==> src/rtl/exu_issue_buf.sv <==
// Two-entry skid buffer between decode and the ALU: muxes operands at the
// input, registers them with ctr/rd/wen/pc, and counts back-pressure cycles.
module exu_issue_buf #(
  parameter int XLEN = 32,
  parameter int RW   = 5
) (
  input  logic            clk,
  input  logic            rst,
  input  logic            flush,
  input  logic            in_valid,
  output logic            in_ready,
  input  logic [XLEN-1:0] in_rs1,
  input  logic [XLEN-1:0] in_rs2,
  input  logic [XLEN-1:0] in_imm,
  input  logic [XLEN-1:0] in_pc,
  input  logic            in_asel,
  input  logic [1:0]      in_bsel,
  input  logic [3:0]      in_ctr,
  input  logic [RW-1:0]   in_rd,
  input  logic            in_wen,
  output logic            out_valid,
  input  logic            out_ready,
  output logic [XLEN-1:0] out_a,
  output logic [XLEN-1:0] out_b,
  output logic [3:0]      out_ctr,
  output logic [RW-1:0]   out_rd,
  output logic            out_wen,
  output logic [XLEN-1:0] out_pc,
  output logic [31:0]     stall_cnt
);

  typedef enum logic [1:0] {EMPTY, ONE, FULL} state_t;

  typedef struct packed {
    logic [XLEN-1:0] a;
    logic [XLEN-1:0] b;
    logic [XLEN-1:0] pc;
    logic [3:0]      ctr;
    logic [RW-1:0]   rd;
    logic            wen;
  } entry_t;

  state_t      state_q, state_d;
  entry_t      main_q, skid_q, in_entry;
  logic [31:0] stall_cnt_q;
  logic        in_fire, out_fire;
  logic        load_main_in, load_main_skid, load_skid;

  // Both handshake outputs come straight from the state register, so
  // out_ready never reaches in_ready combinationally.
  assign in_ready  = (state_q != FULL);
  assign out_valid = (state_q != EMPTY);
  assign in_fire   = in_valid && in_ready;
  assign out_fire  = out_valid && out_ready;

  always_comb begin
    in_entry.a   = in_asel ? in_pc : in_rs1;
    in_entry.pc  = in_pc;
    in_entry.ctr = in_ctr;
    in_entry.rd  = in_rd;
    in_entry.wen = in_wen;
    unique case (in_bsel)
      2'b00:   in_entry.b = in_rs2;
      2'b01:   in_entry.b = in_imm;
      2'b10:   in_entry.b = XLEN'(4);
      default: in_entry.b = '0;
    endcase
  end

  // NOTE: every output of this block gets a default first, so no path through
  // the case can leave one unassigned and infer a latch.
  always_comb begin
    state_d        = state_q;
    load_main_in   = 1'b0;
    load_main_skid = 1'b0;
    load_skid      = 1'b0;
    if (flush) begin
      state_d = EMPTY;
    end else begin
      unique case (state_q)
        EMPTY: if (in_fire) begin
          load_main_in = 1'b1;
          state_d      = ONE;
        end
        ONE: if (in_fire && out_fire) begin
          load_main_in = 1'b1;
        end else if (out_fire) begin
          state_d = EMPTY;
        end else if (in_fire) begin
          load_skid = 1'b1;
          state_d   = FULL;
        end
        FULL: if (out_fire) begin
          load_main_skid = 1'b1;
          state_d        = ONE;
        end
        default: state_d = EMPTY;
      endcase
    end
  end

  // NOTE: state is updated with non-blocking assignments so every flop samples
  // pre-edge values regardless of block evaluation order.
  always_ff @(posedge clk or posedge rst) begin
    if (rst) begin
      state_q <= EMPTY;
    end else begin
      state_q <= state_d;
    end
  end

  // NOTE: the two payload slots are reset so out_* read as zero after reset;
  // outside reset an invalid slot's contents are never looked at.
  always_ff @(posedge clk or posedge rst) begin
    if (rst) begin
      main_q <= '0;
      skid_q <= '0;
    end else begin
      if (load_main_in) begin
        main_q <= in_entry;
      end else if (load_main_skid) begin
        main_q <= skid_q;
      end
      if (load_skid) begin
        skid_q <= in_entry;
      end
    end
  end

  // Counts stalls even in a flush cycle; wraps naturally at 32 bits.
  always_ff @(posedge clk or posedge rst) begin
    if (rst) begin
      stall_cnt_q <= '0;
    end else if (out_valid && !out_ready) begin
      stall_cnt_q <= stall_cnt_q + 32'd1;
    end
  end

  assign out_a     = main_q.a;
  assign out_b     = main_q.b;
  assign out_pc    = main_q.pc;
  assign out_ctr   = main_q.ctr;
  assign out_rd    = main_q.rd;
  assign out_wen   = main_q.wen;
  assign stall_cnt = stall_cnt_q;

endmodule

==> config.mk <==
export PLATFORM = sky130hd
export DESIGN_NAME = exu_issue_buf
export DESIGN_NICKNAME = d
export VERILOG_FILES = /design/src/rtl/exu_issue_buf.sv
export SDC_FILE = /design/constraint.sdc
export NUM_CORES = 1
export LEC_CHECK = 0
export ABC_CLOCK_PERIOD_IN_PS = 20800
export BUFFER_PORTS_ARGS = -buffer_cell sky130_fd_sc_hd__buf_4
export CAP_MARGIN = 20
export CORE_UTILIZATION = 55
export CTS_CLUSTER_SIZE = 30
export DETAILED_ROUTE_END_ITERATION = 6
export PLACE_DENSITY_LB_ADDON = 0.12
export SYNTH_ARGS = -nofsm -noshare
export SYNTH_HDL_FRONTEND = slang
export SYNTH_SLANG_ARGS = --single-unit
export TNS_END_PERCENT = 10
==> constraint.sdc <==
create_clock -name clk -period 20.8 [get_ports clk]
set_input_delay 3.12 -clock clk [delete_from_list [all_inputs] [get_ports clk]]
set_output_delay 3.12 -clock clk [all_outputs]
set_load 0.005 [all_outputs]
==> impl_metrics.tcl <==
set metrics [dict create \
    status "complete, no violations" \
    startpoint_type "primary input" \
    cp.arrival_ns 5.26 \
    final_nets 1409 \
    drt-initial-drc-count 518 \
    synth_top_area_frac 0.578 \
    synthTopCellsByArea "dfrtp_1 58%, nand2_1 11%, o221a_1 6.8%" \
    initial_core_util 0.565 \
    synth_top_area_cell "dfrtp_1" \
    rsz0062_at_grt "false" \
    max_slew.worst_pin.slew_ns 1.13 \
    io_buffers 285 \
    cp_max_fo 110 \
    reg2reg_slack_ns 18.06 \
    insertion_delay_ns 0.51 \
    wl_per_cell_um 17.8 \
    whs_ns 0.473 \
    die_h_um 141 \
    final_cells 1539 \
    timing.fmax_mhz 204 \
    async_flop_share 1.00 \
    synth_common_cells "320 x nand2_1, 246 x dfrtp_1, 64 x o221a_1" \
    path_common_cell "buf_4" \
    clock_skew_ns 0.00703 \
    dp_hpwl_mm 17.0 \
    setup_violations 0 \
    drtPass1Iterations 6 \
    final_hold_viol_count 0 \
    worstHoldPathCells 2 \
    drcViolationCount 0 \
    area_growth_pct 29.1 \
    cts_inserted_buffers 25 \
    fin_tns_setup_ns 0 \
    clockBufferDepth 3 \
    endpoint_kind "flop" \
    drv_slew 0 \
    core_area_um2 18800 \
    rr_worst_depth 4 \
    cts_max_level 1 \
    cp_cell_sequence "buf_4 -> nand2b_1 -> or3_4 -> buf_4 -> o21ai_1" \
    grt_max_degree 120 \
    grt_pass1_vias 8272 \
    globalplace.congestion 0.782 \
    die-area_um2 19900 \
    synth_fp_nets 1162 \
    peakVddDrop_mv 0.0636 \
    period_minus_slack_ns 4.91 \
    clock-sinks 246 \
    hold_path_class "flop to flop" \
    ys.flop_type "dfrtp_1" \
    synth_edf_count 0 \
    yosysWarnings 0 \
    cp_data_required_time_ns 21.15 \
    crit_type "primary input to flop" \
    slew-limit-headroom 0.250 \
    die_x_um 141 \
    syn-cell-area_um2 10600 \
    drtAntennaViolNets 0 \
    ys_seq_area_frac 0.578 \
    critPathMaxStageDelay_ns 0.93 \
    tritoncts "done" \
    powerDensity_nw_per_um2 94.8 \
    routed_wl_mm 27.3 \
    fin_util 0.730 \
    dpl.cell_count 1493 \
    period_share 0.236 \
    ctsResizeCount 0 \
    num_rows 50 \
    drive_gt1_frac 0.270 \
    ys_ff_latch 246 \
    ys_types 39 \
    avgSynthCellArea_um2 10.5 \
    synth.most_common_cell "nand2_1" \
    power_leakage_nw 6.75 \
    track_usage 0.276 \
    antenna_found_initial 0 \
    grt_remaining_overflow 0 \
    routed_via_density 5.58 \
    antenna_cells 0 \
    cts-root-buf "clkbuf_16" \
    total_power_mw 1.30 \
    grt_pass1_wl_mm 43.6 \
    vias 8588 \
    cts_setup_buffers 0 \
    ios 286 \
    syn_inst 1015 \
    clk_pin_slew_ns 0.06 \
    slowest_stage "buf_4" \
    cts_hold_buf 0 \
    maxCapViolations 0 \
]
-- routing by layer --
| metal | wire length [µm] | up-vias | global-route usage |
|---|---|---|---|
| met1 | 11400 | 4176 | 0.368 |
| met5 | 0 | - | 0 |
| met2 | 13100 | 310 | 0.452 |
| li1 | - | 4053 | - |
| met3 | 2130 | 49 | 0.0662 |
| met4 | 674 | 0 | 0.0755 |
-- path summary, 6_finish.rpt --
path,start,to
worst max-delay path,in_valid,skid_q[94]$_DFFE_PP0P_
worst min-delay path,skid_q[2]$_DFFE_PP0P_,skid_q[2]$_DFFE_PP0P_
worst max register to register,state_q[1]$_DFFE_PP0P_,skid_q[94]$_DFFE_PP0P_
worst min register to register,skid_q[2]$_DFFE_PP0P_,skid_q[2]$_DFFE_PP0P_
max in group asynchronous,rst,out_b[31]$_DFFE_PP0P_
min in group asynchronous,rst,stall_cnt[15]$_DFFE_PP0P_
-- kinds of logic after synthesis --
logic type	Yosys count	synth area share
DFF	246	0.578
muxes	64	0.0603
xor gates and xnor gates	31	0.0255
buffers and inverters	80	0.0310
and+or+nand+nor	385	0.150
adders and majority gates	1	0.00118
AOI/OAI and AO/OA	208	0.154
-- placed cells by master, fill, tap and decap left out, drive strengths merged, types with 5 or more instances in the layout --
cell and instances:
nand2 321, xor2 10, a22oi 39, nand4 7, xnor2 21, mux2i 63, nor3 5, buf 295
o21ai 65, clkbuf 38, inv 5, o221a 64, nand3 12, dfrtp 246, o31ai 32, nor2 13
and4 5
-- layout make-up --
| cell class | count | area [µm²] |
|---|---|---|
| Clock buffer | 38 | 734 |
| Clock inverter | 6 | 57.6 |
| Fill cell | 1367 | 5090 |
| Inverter | 5 | 26.3 |
| Multi-Input combinational cell | 689 | 4190 |
| Sequential cell | 246 | 6160 |
| Tap cell | 260 | 325 |
| Timing Repair Buffer | 295 | 2250 |
-- where the power goes --
group          switching, mW  internal, mW
logic                  0.111         0.128
registers             0.0591         0.571
clock network          0.179         0.255
total                  0.349         0.954
-- state kept, by name, summed over array words and instances (netlist names) --
| name | count |
|---|---|
| out_a | 32 |
| out_pc | 32 |
| state_q | 2 |
| out_wen | 1 |
| out_rd | 5 |
| skid_q | 106 |
| out_b | 32 |
| out_ctr | 4 |
| stall_cnt | 32 |
-- through the flow --
step	cell area (µm²)	setup WS, ns
detailed placement	12900	15.43
global placement	12900	15.49
finish	13700	15.89
global route	13700	15.72
floorplan	10600	10.92
CTS	13700	15.96
-- critical path: cells and delay by family --
family	cells	cell delay, ns
buf+inv	2	1.05
simple gates	2	0.78
compound gates	1	0.19
No activity file was read; power rests on OpenSTA's default activity.
